$ cat config.mk
export PLATFORM = sky130hd
export DESIGN_NAME = oram_frontend_arbiter
export DESIGN_NICKNAME = d
export VERILOG_FILES = /design/src/rtl/oram_frontend_arbiter.sv
export SDC_FILE = /design/constraint.sdc
export NUM_CORES = 1
export LEC_CHECK = 0
export BUFFER_PORTS_ARGS = -buffer_cell sky130_fd_sc_hd__buf_2
export CORE_AREA = 5 5 192 194
export DETAILED_ROUTE_END_ITERATION = 6
export DIE_AREA = 0 0 197 199
export PLACE_DENSITY = 0.35
export SLEW_MARGIN = 0
export SYNTH_ARGS = -nofsm -noshare
export SYNTH_HDL_FRONTEND = slang
export SYNTH_SLANG_ARGS = --single-unit
$ cat constraint.sdc
create_clock -name Clock -period 1.6 [get_ports Clock]
set_clock_uncertainty 0.15 [all_clocks]
set_input_delay 0.16 -clock Clock [delete_from_list [all_inputs] [get_ports Clock]]
set_output_delay 0.16 -clock Clock [all_outputs]
set_load 0.02 [all_outputs]
$ cat src/rtl/oram_frontend_arbiter.sv
// Two-requester front end for TinyORAMCore: one requester owns the ORAM from
// command accept through the last write or read beat; contention alternates.
module oram_frontend_arbiter #(
  parameter int ORAMB    = 512,
  parameter int ORAMU    = 32,
  parameter int FEDWidth = 64
) (
  input  logic                Clock,
  input  logic                Reset_n,
  input  logic [1:0]          Cmd0,
  input  logic [ORAMU-1:0]    PAddr0,
  input  logic                CmdValid0,
  output logic                CmdReady0,
  input  logic [FEDWidth-1:0] DataIn0,
  input  logic                DataInValid0,
  output logic                DataInReady0,
  output logic [FEDWidth-1:0] DataOut0,
  output logic                DataOutValid0,
  input  logic                DataOutReady0,
  input  logic [1:0]          Cmd1,
  input  logic [ORAMU-1:0]    PAddr1,
  input  logic                CmdValid1,
  output logic                CmdReady1,
  input  logic [FEDWidth-1:0] DataIn1,
  input  logic                DataInValid1,
  output logic                DataInReady1,
  output logic [FEDWidth-1:0] DataOut1,
  output logic                DataOutValid1,
  input  logic                DataOutReady1,
  output logic [1:0]          Cmd,
  output logic [ORAMU-1:0]    PAddr,
  output logic                CmdValid,
  input  logic                CmdReady,
  output logic [FEDWidth-1:0] DataIn,
  output logic                DataInValid,
  input  logic                DataInReady,
  input  logic [FEDWidth-1:0] DataOut,
  input  logic                DataOutValid,
  output logic                DataOutReady,
  output logic [1:0]          Grant
);
  localparam int Chunks = ORAMB / FEDWidth;
  localparam int CntW   = (Chunks > 1) ? $clog2(Chunks) : 1;
  localparam logic [CntW-1:0] LastBeat = CntW'(Chunks - 1);

  typedef enum logic [1:0] {IDLE, ISSUE, WDATA, RDATA} state_t;

  state_t           state, stateNext;
  logic [1:0]       grant, grantNext;
  logic             lastGrant, lastGrantNext; // 1: requester 1 owned the last transaction
  logic [1:0]       cmdQ, cmdNext;
  logic [ORAMU-1:0] pAddrQ, pAddrNext;
  logic [CntW-1:0]  cnt, cntNext;
  logic             win0, win1, sel1;

  assign sel1  = grant[1];
  assign Grant = grant;

  always_ff @(posedge Clock or negedge Reset_n) begin
    if (!Reset_n) begin
      state     <= IDLE;
      grant     <= '0;
      lastGrant <= 1'b1;
      cmdQ      <= '0;
      pAddrQ    <= '0;
      cnt       <= '0;
    end else begin
      state     <= stateNext;
      grant     <= grantNext;
      lastGrant <= lastGrantNext;
      cmdQ      <= cmdNext;
      pAddrQ    <= pAddrNext;
      cnt       <= cntNext;
    end
  end

  always_comb begin
    stateNext     = state;
    grantNext     = grant;
    lastGrantNext = lastGrant;
    cmdNext       = cmdQ;
    pAddrNext     = pAddrQ;
    cntNext       = cnt;
    win0          = CmdValid0 & (~CmdValid1 | lastGrant);
    win1          = CmdValid1 & (~CmdValid0 | ~lastGrant);
    CmdReady0     = 1'b0;
    CmdReady1     = 1'b0;
    Cmd           = cmdQ;
    PAddr         = pAddrQ;
    CmdValid      = 1'b0;
    DataIn        = sel1 ? DataIn1 : DataIn0;
    DataInValid   = 1'b0;
    DataInReady0  = 1'b0;
    DataInReady1  = 1'b0;
    DataOut0      = DataOut;
    DataOut1      = DataOut;
    DataOutValid0 = 1'b0;
    DataOutValid1 = 1'b0;
    DataOutReady  = 1'b0;
    case (state)
      IDLE: begin
        // reset gating keeps the accept strobes low while Reset_n is held
        CmdReady0 = win0 & Reset_n;
        CmdReady1 = win1 & Reset_n;
        if (win0 | win1) begin
          stateNext     = ISSUE;
          grantNext     = {win1, win0};
          lastGrantNext = win1;
          cmdNext       = win1 ? Cmd1 : Cmd0;
          pAddrNext     = win1 ? PAddr1 : PAddr0;
        end
      end
      ISSUE: begin
        CmdValid = 1'b1;
        if (CmdReady) begin
          stateNext = cmdQ[1] ? RDATA : WDATA;
          cntNext   = '0;
        end
      end
      WDATA: begin
        DataInValid  = sel1 ? DataInValid1 : DataInValid0;
        DataInReady0 = grant[0] & DataInReady;
        DataInReady1 = grant[1] & DataInReady;
        if (DataInValid & DataInReady) begin
          cntNext = cnt + 1'b1;
          if (cnt == LastBeat) begin
            stateNext = IDLE;
            grantNext = '0;
          end
        end
      end
      RDATA: begin
        DataOutValid0 = grant[0] & DataOutValid;
        DataOutValid1 = grant[1] & DataOutValid;
        DataOutReady  = sel1 ? DataOutReady1 : DataOutReady0;
        if (DataOutValid & DataOutReady) begin
          cntNext = cnt + 1'b1;
          if (cnt == LastBeat) begin
            stateNext = IDLE;
            grantNext = '0;
          end
        end
      end
      default: stateNext = IDLE;
    endcase
  end
endmodule

==> results.json <==
{
  "drv_cap": 0,
  "start_util_pct": 11.1,
  "worstPathRequired_ns": 1.29,
  "cts-buffers-inserted": 5,
  "syn_area_mm2": 0.00389,
  "cts_buffer_depth": 2,
  "maxSlewHeadroom_pct": 58.7,
  "path_max_fanout": 35,
  "violations": "hold timing, setup timing",
  "worstMarginPinSlew_ns": 0.620,
  "grt_use_total_pct": 8.02,
  "whs_ns": -0.00324,
  "power_density_mw_per_mm2": 1510,
  "rsz0062_at_grt": "yes",
  "globalplace.congestion": 0.801,
  "hold_viol": 1,
  "clock_sinks": 42,
  "insertion_delay_ns": 0.30,
  "fin_util_pct": 18.7,
  "fp.dieW_um": 197,
  "ys_warn_count": 0,
  "r2r_slack_ns": -0.17,
  "r2r_start": "Grant[1]$_DFFE_PN0P_",
  "grt_pass1_vias": 3782,
  "yosys.area.top_type_share_pct": 26.3,
  "finalCritPeriodShare_pct": 115,
  "reg2reg_to": "cnt[1]$_DFFE_PN0P_",
  "cp.arrival_ns": 1.53,
  "synth_nets": 690,
  "nFillCells": 3948,
  "dr.first_iter.drc_count": 54,
  "vias": 3782,
  "crit_end": "DataIn[30]",
  "die-area_mm2": 0.0392,
  "status": "finished, violations left",
  "cts-root-buf": "clkbuf_16",
  "critPathLaunchType": "flop",
  "grt_max_degree": 43,
  "synth.largest_area_cell": "dfrtp_1",
  "htree_levels": 2,
  "cpPeakStageDelay_ns": 0.45,
  "grt_pass1_wl_um": 23700,
  "drt-wirelength-per-cell_um": 16.4,
  "fp-row-count": 69,
  "crit_path_start": "Grant[1]$_DFFE_PN0P_",
  "port_buffers": 315,
  "dp_hpwl_um": 14600,
  "ir_drop_uv": 520,
  "drtPass1Iterations": 4,
  "setup_violations": 92,
  "antenna_cells": 0,
  "synth_seq_cells": 42,
  "leakagePower_nw": 2.97,
  "syn_area_per_cell_um2": 9.34,
  "drive_gt1_share_pct": 84.6,
  "fin_crit_ns": 1.84,
  "hp-class": "input pin to flop",
  "syn2layout_area_growth_pct": 68.3,
  "die_h_um": 199,
  "nNetsFinal": 926,
  "final.setup.tns_ns": -14.39,
  "synth_area_leaders": "dfrtp_1 (26%), buf_4 (26%), mux2_2 (19%), mux2i_1 (8.7%), a21oi_1 (4.9%)",
  "viasPerCell": 3.39,
  "endpoint_kind": "output pin",
  "r2r_cells": 6,
  "place_ws_ns": 0.0375,
  "globalRouteOverflowTotal": 0,
  "synth_cell_types": 33,
  "clkTransAtPathRegs_ns": 0.07,
  "yosysSeqAreaShare_pct": 27.0,
  "synth_cells": 417,
  "pin_count": 508,
  "drv_slew": 0,
  "drt_wl_total_um": 18200,
  "cp_cell_sequence": "buf_12 > mux2_2 > buf_4",
  "path_class": "flop to output pin",
  "slowest_stage": "dfrtp_2",
  "cts_tree": "done",
  "worst_slack_ns": -0.236,
  "antenna_left": 0,
  "fmax_ghz": 0.545,
  "drc": 0,
  "antenna_found_initial": 1,
  "core_area_mm2": 0.0351
}
per-stage QoR:
step	hold WS (ns)	instance area, um2	instances	power, mW
detailed placement	0.170	5250	1073	7.43
floorplan	-0.286	3910	417	5.87
global route	-0.00248	6560	1115	10.6
CTS	0.000422	5660	1094	8.89
global placement	0.170	5250	1073	7.43
finish	-0.00324	6560	1115	9.92
layout make-up:
| class | count | area, um2 | area share, % |
|---|---|---|---|
| multi-input combinational | 220 | 2240 | 34.2 |
| clock buffer | 6 | 139 | 2.12 |
| tap | 461 | 577 | 8.80 |
| sequential | 42 | 1060 | 16.1 |
| clock inverter | 2 | 12.5 | 0.191 |
| inverter | 4 | 15.0 | 0.229 |
| timing repair buffer | 380 | 2510 | 38.3 |
critical path: cells and delay by family (launching register included):
family                 cells  cell delay, ns
DFF                        1            0.45
buffers and inverters      2            0.39
muxes                      1            0.37
synth_stat cells:
cell,instances
mux2i_1,34
o21ai_0,3
and2_4,1
buf_2,11
nor2_1,40
a31o_2,2
ha_1,2
nor2_2,1
mux2_2,64
and2_1,1
and4_4,1
dfstp_2,1
a21boi_1,1
nand3_1,6
inv_1,4
dfrtp_1,41
clkbuf_1,1
buf_4,133
and3_1,3
buf_1,1
nor3_2,1
nand3b_1,1
nand2b_1,2
nor2b_1,2
buf_6,5
nand2_1,8
a311oi_1,1
a222oi_1,1
a21oi_1,38
a32o_1,2
mux2_4,2
o21a_1,1
a31oi_1,2
how the worst min path moves through the flow:
stage | start | endpoint | slack [ns] | cells past startpoint
floorplan | Reset_n | Cmd[0]$_DFFE_PN0P_ | -0.29 | 0
CTS | PAddr1[19] | PAddr[19]$_DFFE_PN0P_ | 0.0004 | 3
detailed placement | DataOut[13] | DataOut0[13] | 0.17 | 0
finish | PAddr1[21] | PAddr[21]$_DFFE_PN0P_ | -0.003 | 3
global placement | DataOut[13] | DataOut0[13] | 0.17 | 0
global route | PAddr1[21] | PAddr[21]$_DFFE_PN0P_ | -0.002 | 3
layout by cell type (no fill, tap or decap), types with 3 or more instances in the layout:
cell	Yosys	routed
dlygate4sd3_1	0	11
nand2_1	8	7
mux2i_2	0	20
nor2_4	0	25
dfrtp_1	41	38
a21oi_1	38	8
mux2i_4	0	4
mux2_2	64	63
nand3_1	6	4
buf_6	5	26
clkbuf_16	0	10
buf_12	0	10
a21oi_2	0	30
mux2_4	2	3
mux2i_1	34	10
buf_4	133	21
dfrtp_2	0	3
nor2_2	1	11
nor2_1	40	5
buf_8	0	9
buf_2	11	298
inv_1	4	4
layer usage:
layer	track usage, %	wire length (um)
met1	8.90	6800
met2	12.9	8610
met3	3.78	2040
met4	3.95	775
met5	0	13
cells by family after synthesis:
family                     after synthesis  synth area share, %
adders and majority gates                2                0.643
DFF                                     42                 27.0
muxes                                  100                 28.0
buffers and inverters                  155                 29.1
and+or+nand+nor                         67                 7.81
AOI/OAI and AO/OA                       51                 7.42
state kept, by name, indices dropped and copies added, names as in the netlist:
register	count
Grant	2
state	2
PAddr	32
Cmd	2
lastGrant	1
cnt	3
timing repair:
| item | in CTS | in global routing |
|---|---|---|
| hold buffers | 5 | 6 |
| hold endpoints to repair | 45 | 4 |
| pin swaps | 6 | 21 |
| cloned | 0 | 5 |
| buffers inserted | 8 | 11 |
| resized for setup | 39 | 166 |
| endpoints found under the setup margin | 73 | 113 |
report_power, final:
part | internal (mW) | leakage, nW | switching [mW]
combinational | 3.23 | 2.43 | 3.48
clock | 0.620 | 0.0729 | 0.476
sequential | 1.60 | 0.465 | 0.507
Power figures use the tool's default switching activity.
